**config.mk**
```make
export PLATFORM = sky130hd
export DESIGN_NAME = local_velocity
export DESIGN_NICKNAME = d
export VERILOG_FILES = /design/src/rtl/local_velocity.sv
export SDC_FILE = /design/constraint.sdc
export NUM_CORES = 2
export LEC_CHECK = 0
export BUFFER_PORTS_ARGS = -buffer_cell sky130_fd_sc_hd__buf_4
export CORE_ASPECT_RATIO = 1.1
export CORE_MARGIN = 2
export CORE_UTILIZATION = 40
export DETAILED_ROUTE_END_ITERATION = 7
export GPL_ROUTABILITY_DRIVEN = 0
export SETUP_SLACK_MARGIN = 0.15
export SLEW_MARGIN = 20
export SYNTH_ARGS = -nofsm -noshare
export SYNTH_HDL_FRONTEND = slang
export SYNTH_SLANG_ARGS = --single-unit
```
**constraint.sdc**
```tcl
create_clock -name LOCAL_VELOCITY_CLOCK_50 -period 9.7 [get_ports LOCAL_VELOCITY_CLOCK_50]
set_clock_uncertainty 0.1 [all_clocks]
set_input_delay 1.94 -clock LOCAL_VELOCITY_CLOCK_50 [delete_from_list [all_inputs] [get_ports LOCAL_VELOCITY_CLOCK_50]]
set_output_delay 1.94 -clock LOCAL_VELOCITY_CLOCK_50 [all_outputs]
set_load 0.02 [all_outputs]
```
**src/rtl/local_velocity.sv**
```systemverilog
// Global-to-local velocity rotation: an iterative CORDIC produces cos/sin of the
// heading, then four sign-magnitude products are summed into the robot frame.
module local_velocity #(
  parameter int N_WIDTH     = 17,
  parameter int Q_WIDTH     = 8,
  parameter int CORDIC_ITER = 16
) (
  input  logic               LOCAL_VELOCITY_CLOCK_50,
  input  logic               LOCAL_VELOCITY_RESET_InLow,
  input  logic               LOCAL_VELOCITY_START_In,
  input  logic [N_WIDTH-1:0] LOCAL_VELOCITY_VX_GLOBAL_InBus,
  input  logic [N_WIDTH-1:0] LOCAL_VELOCITY_VY_GLOBAL_InBus,
  input  logic [N_WIDTH-1:0] LOCAL_VELOCITY_WZ_GLOBAL_InBus,
  input  logic [N_WIDTH-1:0] LOCAL_VELOCITY_THETA_InBus,
  output logic               LOCAL_VELOCITY_BUSY_Out,
  output logic               LOCAL_VELOCITY_DONE_Out,
  output logic               LOCAL_VELOCITY_OVF_Out,
  output logic [N_WIDTH-1:0] LOCAL_VELOCITY_VX_LOCAL_OutBus,
  output logic [N_WIDTH-1:0] LOCAL_VELOCITY_VY_LOCAL_OutBus,
  output logic [N_WIDTH-1:0] LOCAL_VELOCITY_WZ_LOCAL_OutBus
);
  localparam int M      = N_WIDTH - 1;
  localparam int CW     = 18;  // Q1.15 with headroom so |cos|,|sin| can reach 1.0
  localparam int AW     = 26;
  localparam int FRAC   = 15;
  localparam int PW     = M + 2;
  localparam int IW     = (CORDIC_ITER > 1) ? $clog2(CORDIC_ITER) : 1;
  localparam int ANG_SH = 16 - Q_WIDTH;
  localparam logic [M-1:0]         LIM_180 = M'(180 << Q_WIDTH);
  localparam logic [M-1:0]         LIM_90  = M'(90 << Q_WIDTH);
  localparam logic signed [CW-1:0] X_INIT  = CW'(19898);

  typedef enum logic [2:0] {S_IDLE, S_LOAD, S_ROTATE, S_MULT, S_SUM} state_t;
  typedef struct packed {logic s; logic [CW-2:0] m;} trig_t;
  typedef struct packed {logic s; logic [PW-1:0] m;} prod_t;
  typedef struct packed {logic ovf; logic [N_WIDTH-1:0] word;} res_t;

  // atan(2^-i) in degrees with 16 fractional bits
  function automatic logic signed [AW-1:0] atan_deg(input logic [IW-1:0] i);
    case (int'(i))
      0:       atan_deg = 26'sd2949120;
      1:       atan_deg = 26'sd1740967;
      2:       atan_deg = 26'sd919879;
      3:       atan_deg = 26'sd466945;
      4:       atan_deg = 26'sd234379;
      5:       atan_deg = 26'sd117304;
      6:       atan_deg = 26'sd58666;
      7:       atan_deg = 26'sd29335;
      8:       atan_deg = 26'sd14668;
      9:       atan_deg = 26'sd7334;
      10:      atan_deg = 26'sd3667;
      11:      atan_deg = 26'sd1833;
      12:      atan_deg = 26'sd917;
      13:      atan_deg = 26'sd458;
      14:      atan_deg = 26'sd229;
      15:      atan_deg = 26'sd115;
      default: atan_deg = AW'(3754937 >> i);
    endcase
  endfunction

  function automatic trig_t to_sm(input logic signed [CW-1:0] v, input logic neg);
    logic signed [CW-1:0] t;
    trig_t r;
    t   = neg ? -v : v;
    r.s = t[CW-1];
    r.m = (CW-1)'(r.s ? -t : t);
    return r;
  endfunction

  function automatic prod_t mul_sm(input logic [N_WIDTH-1:0] v, input trig_t c);
    logic [M+CW-2:0] full;
    prod_t r;
    full = (M+CW-1)'(v[M-1:0]) * (M+CW-1)'(c.m);
    r.s  = v[M] ^ c.s;
    r.m  = PW'(full >> FRAC);
    return r;
  endfunction

  function automatic res_t sm_sum(input prod_t a, input prod_t b);
    logic [PW:0] mag;
    logic        sgn;
    res_t        r;
    if (a.s == b.s) begin
      mag = {1'b0, a.m} + {1'b0, b.m};
      sgn = a.s;
    end else if (a.m >= b.m) begin
      mag = {1'b0, a.m - b.m};
      sgn = a.s;
    end else begin
      mag = {1'b0, b.m - a.m};
      sgn = b.s;
    end
    r.ovf = (mag > (PW+1)'({M{1'b1}}));
    if (r.ovf) r.word = {sgn, {M{1'b1}}};
    else       r.word = {sgn & (mag != '0), M'(mag)};
    return r;
  endfunction

  state_t                state_q, state_d;
  logic [IW-1:0]         iter_q, iter_d;
  logic [N_WIDTH-1:0]    vx_q, vx_d, vy_q, vy_d, wz_q, wz_d;
  logic                  neg_cos_q, neg_cos_d, neg_sin_q, neg_sin_d;
  logic signed [CW-1:0]  x_q, x_d, y_q, y_d;
  logic signed [AW-1:0]  z_q, z_d;
  prod_t                 p_vc_q, p_vc_d, p_vs_q, p_vs_d, p_xs_q, p_xs_d, p_yc_q, p_yc_d;
  logic [N_WIDTH-1:0]    vx_l_q, vx_l_d, vy_l_q, vy_l_d, wz_l_q, wz_l_d;
  logic                  busy_q, busy_d, done_q, done_d, ovf_q, ovf_d;

  logic [M-1:0]          th_clamp, th_red;
  logic signed [CW-1:0]  dx, dy;
  trig_t                 cos_sm, sin_sm;
  prod_t                 xs_neg;
  res_t                  rx, ry;

  always_comb begin
    // NOTE: every _d starts from its _q, so no branch of the case can infer a latch.
    state_d   = state_q;
    iter_d    = iter_q;
    vx_d      = vx_q;
    vy_d      = vy_q;
    wz_d      = wz_q;
    neg_cos_d = neg_cos_q;
    neg_sin_d = neg_sin_q;
    x_d       = x_q;
    y_d       = y_q;
    z_d       = z_q;
    p_vc_d    = p_vc_q;
    p_vs_d    = p_vs_q;
    p_xs_d    = p_xs_q;
    p_yc_d    = p_yc_q;
    vx_l_d    = vx_l_q;
    vy_l_d    = vy_l_q;
    wz_l_d    = wz_l_q;
    busy_d    = busy_q;
    ovf_d     = ovf_q;
    done_d    = 1'b0;

    th_clamp = (LOCAL_VELOCITY_THETA_InBus[M-1:0] > LIM_180) ? LIM_180
                                                              : LOCAL_VELOCITY_THETA_InBus[M-1:0];
    th_red   = (th_clamp > LIM_90) ? LIM_180 - th_clamp : th_clamp;
    dx       = x_q >>> iter_q;
    dy       = y_q >>> iter_q;
    cos_sm   = to_sm(x_q, neg_cos_q);
    sin_sm   = to_sm(y_q, neg_sin_q);
    xs_neg   = p_xs_q;
    xs_neg.s = ~p_xs_q.s;
    rx       = sm_sum(p_vc_q, p_vs_q);
    ry       = sm_sum(p_yc_q, xs_neg);

    case (state_q)
      // The DONE pulse is emitted while already in IDLE, so a held START restarts
      // on the very next edge and throughput stays at CORDIC_ITER+4 cycles.
      S_IDLE: if (LOCAL_VELOCITY_START_In) begin
        state_d = S_LOAD;
        busy_d  = 1'b1;
      end
      S_LOAD: begin
        vx_d      = LOCAL_VELOCITY_VX_GLOBAL_InBus;
        vy_d      = LOCAL_VELOCITY_VY_GLOBAL_InBus;
        wz_d      = LOCAL_VELOCITY_WZ_GLOBAL_InBus;
        neg_cos_d = (th_clamp > LIM_90);
        neg_sin_d = LOCAL_VELOCITY_THETA_InBus[M];
        x_d       = X_INIT;
        y_d       = '0;
        z_d       = signed'(AW'(th_red) << ANG_SH);
        iter_d    = '0;
        ovf_d     = 1'b0;
        state_d   = S_ROTATE;
      end
      S_ROTATE: begin
        if (!z_q[AW-1]) begin
          x_d = x_q - dy;
          y_d = y_q + dx;
          z_d = z_q - atan_deg(iter_q);
        end else begin
          x_d = x_q + dy;
          y_d = y_q - dx;
          z_d = z_q + atan_deg(iter_q);
        end
        iter_d = iter_q + IW'(1);
        if (iter_q == IW'(CORDIC_ITER - 1)) state_d = S_MULT;
      end
      S_MULT: begin
        p_vc_d  = mul_sm(vx_q, cos_sm);
        p_vs_d  = mul_sm(vy_q, sin_sm);
        p_xs_d  = mul_sm(vx_q, sin_sm);
        p_yc_d  = mul_sm(vy_q, cos_sm);
        state_d = S_SUM;
      end
      S_SUM: begin
        vx_l_d  = rx.word;
        vy_l_d  = ry.word;
        wz_l_d  = wz_q;
        ovf_d   = ovf_q | rx.ovf | ry.ovf;
        done_d  = 1'b1;
        busy_d  = 1'b0;
        state_d = S_IDLE;
      end
      default: state_d = S_IDLE;
    endcase
  end

  always_ff @(posedge LOCAL_VELOCITY_CLOCK_50 or negedge LOCAL_VELOCITY_RESET_InLow) begin
    if (!LOCAL_VELOCITY_RESET_InLow) begin
      state_q   <= S_IDLE;
      iter_q    <= '0;
      vx_q      <= '0;
      vy_q      <= '0;
      wz_q      <= '0;
      neg_cos_q <= 1'b0;
      neg_sin_q <= 1'b0;
      x_q       <= '0;
      y_q       <= '0;
      z_q       <= '0;
      p_vc_q    <= '0;
      p_vs_q    <= '0;
      p_xs_q    <= '0;
      p_yc_q    <= '0;
      vx_l_q    <= '0;
      vy_l_q    <= '0;
      wz_l_q    <= '0;
      busy_q    <= 1'b0;
      done_q    <= 1'b0;
      ovf_q     <= 1'b0;
    end else begin
      // NOTE: non-blocking, so every flop samples the pre-edge value of every other flop.
      state_q   <= state_d;
      iter_q    <= iter_d;
      vx_q      <= vx_d;
      vy_q      <= vy_d;
      wz_q      <= wz_d;
      neg_cos_q <= neg_cos_d;
      neg_sin_q <= neg_sin_d;
      x_q       <= x_d;
      y_q       <= y_d;
      z_q       <= z_d;
      p_vc_q    <= p_vc_d;
      p_vs_q    <= p_vs_d;
      p_xs_q    <= p_xs_d;
      p_yc_q    <= p_yc_d;
      vx_l_q    <= vx_l_d;
      vy_l_q    <= vy_l_d;
      wz_l_q    <= wz_l_d;
      busy_q    <= busy_d;
      done_q    <= done_d;
      ovf_q     <= ovf_d;
    end
  end

  assign LOCAL_VELOCITY_BUSY_Out        = busy_q;
  assign LOCAL_VELOCITY_DONE_Out        = done_q;
  assign LOCAL_VELOCITY_OVF_Out         = ovf_q;
  assign LOCAL_VELOCITY_VX_LOCAL_OutBus = vx_l_q;
  assign LOCAL_VELOCITY_VY_LOCAL_OutBus = vy_l_q;
  assign LOCAL_VELOCITY_WZ_LOCAL_OutBus = wz_l_q;
endmodule

```
[Word level (Yosys, flattened, before mapping)]
Memory sizes are Yosys's and may differ from the RTL's.
Index checks and enable logic that the tools add are counted.
W data, S select, Z words.
Storage, ports and cells
  flip-flop bits (word level): 252
  memory bits (read-only): 704
  bits of input ports: 71
  output and inout port bits: 54
  word-level logic and storage cells: 116
  memories kept: 2
Memory list
  (name not given): words 16, width 22, rd ports 1, clocked after memory_dff 0, wr ports 0, line 40  | case (int'(i))
  (name not given): words 16, width 22, rd ports 1, clocked after memory_dff 0, wr ports 0, line 40
Cells by class
  $add $sub $neg: 18
  $mul: 4
  order comparisons: 6
  eq/ne operators: 9
  shift operators: 2
  multiplexer cells: 34
  bitwise gates (word level): 9
  reductions and logical operators: 8
Operators by type and width (number)
  $mul A16 B17 Y33: 4
  $mux W26: 5
  $mux W18: 6
  $sub A18 B18 Y18: 6
  $pmux W18 S2: 2
  $mux W17: 4
  $pmux W26 S2: 1
  $add A18 B18 Y19: 2
  $gt A19 B16 Y1 const B: 2
  $mux W19: 2
  $reduce_bool A19 Y1: 2
  $add A18 B18 Y18: 2
  $ge A18 B18 Y1: 2
  $neg A18 Y18: 2
  $sshr A18 B4 Y18: 2
  $neg A17 Y17: 2
  $mux W16: 2
  $add A26 B26 Y26: 1
  $sub A26 B26 Y26: 1
  $gt A16 B15 Y1 const B: 1
  $gt A16 B16 Y1 const B: 1
  $sub A16 B16 Y16 const A: 1
  $pmux W3 S4: 1
  $pmux W4 S2: 1
  17 further kinds: 35

[Depth between registers and ports, before layout]
  depth in word-level cells: 7
  gate-level depth with buffers: 38
  mapped depth without buffers: 36

[Worst setup path before layout]
No wires, ideal clock.
  path type: reg-to-reg
  from: register y_q[8]
  to: register p_xs_q[15] (netlist name)
  library setup time: 0.133 ns
  arrival: 8.679 ns
  data required time: 9.467 ns
  slack: 0.788 ns
  cell stages (with the launch flop): 33
  path buffers: 3
  clock period less this slack: 8.912 ns
  cell sequence: dfrtp_1 -> clkbuf_1 -> or4_1 -> nor4_1 -> nand2b_1 -> o41ai_2 -> xnor2_1 -> clkbuf_1 -> o21ai_0 -> xnor2_1 -> clkbuf_1 -> nand2_1 -> fa_1 -> fa_1 -> fa_1 -> inv_1 -> fa_1 -> fa_1 -> inv_1 -> fa_1 -> inv_1 -> ha_1 -> a21o_1 -> a21o_1 -> a21o_1 -> a21o_1 -> a31oi_1 -> o21ai_0 -> a211o_1 -> a311o_1 -> a31oi_1 -> xor2_1 -> o21ai_0
On the way
  longest elaborated chain between the ends: 5
RTL lines
  start, declared: line 103  | logic signed [CW-1:0] x_q, x_d, y_q, y_d;
  start signal, assigned: line 235  | y_q <= y_d;
  $neg A18 Y18: line 64  | t = neg ? -v : v;
  $mux W18 *: line 64
  $neg A17 Y17: line 66  | r.m = (CW-1)'(r.s ? -t : t);
  $mux W17 *: line 66
  $mul A16 B17 Y33 *: line 73  | full = (M+CW-1)'(v[M-1:0]) * (M+CW-1)'(c.m);
  end signal, assigned: line 239  | p_xs_q <= p_xs_d;
  end, declared: line 105  | prod_t p_vc_q, p_vc_d, p_vs_q, p_vs_d, p_xs_q, p_xs_d, p_yc_q, p_yc_d;
Every way passes the cells marked *; elsewhere a longest branch is shown, timed or not.
A chain may end at the register's enable or synchronous reset.

[Worst setup path in the final report]
  from: register y_q[10]
  to: register p_xs_q[15] (netlist name)
The elaborated chain is that of the path after synthesis.

==> out/results.md <==
Critical path
- reg2reg — critical setup path kind
- 650 ps — Critical Path Max Stage Delay
- 12 — maximum fanout count along the critical path
- 31 — Stages on worst setup path
- or4_1 — cell with the biggest individual delay on the critical path
- 5 — Worst Path Buf+Inv
- 10020 ps — required time at the endpoint of the critical path
- register — nature of the critical path endpoint
- 31 — Reg2Reg Depth
- fa_1 — cell repeated most along the worst path
- adder cells — crit-path leading delay family
- 9440 ps — Data arrival, critical path
- register — crit path launch type

Die
- 0.144 mm² — die area
- 125 — Top-Level Pins
- 0.403 — Starting Density
- 144 — number of rows created at floorplan
- 398 µm — die boundary height
- 362 µm — width of the die
- 0.140 mm² — Core Area

STA
- 0.274 — Max transition margin
- 0.941 — share of the clock period used by the worst path after layout
- 110 MHz — maximum achievable frequency
- no — setup repair after global routing missed its margin
- 1080 ps — actual transition at the worst max-transition pin
- 0 — number of hold violations in the final report
- 0 — Setup-failing EPs final
- 9120 ps — fin crit period
- 0 ps — setup total negative slack
- 0 — Slew Viols, Final

Global routing
- 0 — grt total ovfl
- 6 — antenna violations before repair
- 47200 — vias in the first global route
- 130 — maximum number of pins on one net before global-route repair
- 0.230 — GR Util All Layers
- 263000 µm — first-pass GRT wire length

Routing
- 6 — first-pass iteration count of the detailed router
- 5.35 — detail-routed via count per cell
- 45400 — number of vias in the routed layout
- 0 — DRC viols
- 0 — number of nets with antenna violations after detailed routing
- 19.3 µm — Wirelength per Cell
- 3037 — detailed router's first-iteration violation count
- 163000 µm — Final Routed Wirelength

Worst hold path
- 2 — hold path depth
- reg2reg — path class of the lowest-slack min-delay path

Final layout
- 8.40% — area added between synthesis and finish
- 0.0734 — fraction of layout instances using a drive strength above 1
- 0.00631 mm² — FF+latch area
- 0.0451 mm² — area used by multi-input combinational logic
- 13900 — final-layout fill cell count
- 8127 — Nets

CTS
- 590 ps — source-to-sink clock delay at the later pin of the worst-skew pair
- 36 — TritonCTS buffer count
- clkbuf_16 — clock root cell
- 2 — H-tree levels
- 3 — maximum clock insertion buffer count
- 0 — quantity of hold-fixing buffers added after cts
- 50 ps — clock-pin slew on the worst setup and hold paths
- built — TritonCTS clock tree
- 252 — sinks on the clock net

Logic synthesis
- 0 — number of synthesized flops with an enable pin
- 8.47 µm² — Avg Cell Area, Syn
- 6669 — post-synthesis instance total
- 0 — yosys warns
- 92 — number of distinct library cells after synthesis
- 252 — flip-flop and latch count after synthesis
- 0.0565 mm² — cell area after synthesis
- dfrtp_1 — primary flip-flop cell chosen by synthesis mapping
- 8163 — synthesized netlist net count
- 1.00 — share of synthesized registers carrying an async set or reset
- 0.112 — sequential element share of the synthesized area

Place
- 127000 µm — sum of net half-perimeters after detailed placement
- 124 — I/O Buffers

Status
- finished, final reports clean — result of the run

Flow run
- 0 — Maximum Capacitance Violations

==> worst reg2reg max path, delay by kind of cell (launching register included) <==
family	cells	cell delay [ps]
AOI/OAI and AO/OA	12	2630
xor gates and xnor gates	3	800
adders and majority gates	7	3210
buffers and inverters	5	670
DFF	1	460
and+or+nand+nor	4	1110
==> through the flow <==
step / cell area, µm² / hold WS [ps] / worst slack (ps) / cells / util
after floorplan: 56500 / 339 / 788 / 6669 / -
after global placement: 59700 / 346 / 431 / 8406 / 0.426
after detailed placement: 59700 / 353 / 176 / 8406 / 0.426
after CTS: 60900 / 363 / 187 / 8470 / 0.435
after global routing: 61200 / 384 / 189 / 8484 / 0.437
final: 61200 / 365 / 576 / 8485 / 0.437
==> final cells by class <==
cell class	instances	area share
Tap cell	1825	0.0373
Inverter	1051	0.0645
Sequential cell	252	0.103
Timing Repair Buffer	302	0.0386
Clock inverter	15	0.00290
Clock buffer	49	0.0165
Antenna cell	1	0.0000409
Multi-Input combinational cell	4990	0.737
==> path summary, 6_finish.rpt <==
kind                                                    from                                end  slack [ps]
max                                                  y_q[10]                         p_xs_q[15]         580
min                        LOCAL_VELOCITY_VY_LOCAL_OutBus[7]  LOCAL_VELOCITY_VY_LOCAL_OutBus[7]         360
max reg2reg                                          y_q[10]                         p_xs_q[15]         580
min reg2reg                LOCAL_VELOCITY_VY_LOCAL_OutBus[7]  LOCAL_VELOCITY_VY_LOCAL_OutBus[7]         360
max in group asynchronous         LOCAL_VELOCITY_RESET_InLow                          iter_q[0]        6990
min in group asynchronous         LOCAL_VELOCITY_RESET_InLow                           vy_q[11]        1250
==> cell families after synthesis <==
| group | after synthesis | synth area share |
|---|---|---|
| adders and majority gates | 1423 | 0.427 |
| DFF | 252 | 0.112 |
| muxes | 96 | 0.0256 |
| buffers and inverters | 1427 | 0.0969 |
| xor gates and xnor gates | 259 | 0.0402 |
| and+or+nand+nor | 2236 | 0.188 |
| AOI/OAI and AO/OA | 976 | 0.111 |
==> flip-flops by register name (all words and copies together), names as in the netlist, 3 cells and up <==
name	count
p_vs_q	19
LOCAL_VELOCITY_VY_LOCAL_OutBus	17
LOCAL_VELOCITY_VX_LOCAL_OutBus	17
vx_q	17
x_q	18
wz_q	17
p_vc_q	19
iter_q	4
z_q	26
y_q	18
LOCAL_VELOCITY_WZ_LOCAL_OutBus	17
p_xs_q	19
state_q	3
vy_q	17
p_yc_q	19
==> per-layer routing <==
metal	vias up	part of all wire	global-route usage
met5	-	0.00025	0
met4	6	0.034	0.0724
met3	246	0.062	0.0329
met2	1319	0.47	0.386
met1	22700	0.43	0.305
li1	21100	-	-
==> cell usage after synthesis (16+ instances only) <==
cell type | number | share of area
fa_1 | 837 | 0.30
o21a_1 | 23 | 0.0031
nand3_1 | 61 | 0.0054
a211oi_1 | 40 | 0.0053
inv_1 | 1047 | 0.070
nor4_1 | 20 | 0.0022
nand4_1 | 37 | 0.0041
o21bai_1 | 31 | 0.0041
mux2_2 | 17 | 0.0034
a21oi_1 | 263 | 0.023
mux2i_1 | 46 | 0.0082
o31ai_1 | 43 | 0.0057
nor2b_1 | 32 | 0.0035
and3_1 | 19 | 0.0021
buf_1 | 25 | 0.0017
ha_1 | 586 | 0.13
xor2_1 | 105 | 0.016
xnor2_1 | 154 | 0.024
and2_1 | 536 | 0.059
nor2_1 | 236 | 0.016
a21o_1 | 88 | 0.012
a31oi_1 | 46 | 0.0051
o211ai_1 | 26 | 0.0035
nand2_1 | 1084 | 0.072
clkbuf_1 | 314 | 0.021
nor3_1 | 79 | 0.0070
dfrtp_1 | 252 | 0.11
mux4_2 | 20 | 0.0080
nand2b_1 | 32 | 0.0035
or2_2 | 16 | 0.0018
o21ai_0 | 250 | 0.022
or3_1 | 27 | 0.0030
buf_2 | 19 | 0.0017
==> cell usage in the layout (no fill, tap or decap), types with 26 or more instances in the layout <==
cell type	count
a31oi_1	44
a21o_1	88
a211oi_1	39
inv_1	1046
nor2b_1	32
xor2_1	88
o21ai_0	246
dfrtp_1	247
clkbuf_16	37
and2_1	537
buf_4	290
a21oi_1	263
nor2_1	234
ha_1	586
o211ai_1	26
fa_1	837
nand3_1	61
o21bai_1	31
xnor2_1	134
nand2_1	1082
nor3_1	78
mux2i_1	46
nand2b_1	32
nand4_1	37
or3_1	27
o31ai_1	41
==> what timing repair did <==
| item | 4_1_cts | 5_1_grt |
|---|---|---|
| setup buffers | 0 | 14 |
| hold endpoints to repair | 0 | 0 |
| endpoints found under the setup margin | 0 | 34 |
| gates resized for setup | 0 | 30 |
Power is left out: the tool's default activity adds up to more than one toggle a clock period on the data nets, which glitch-free logic cannot reach.
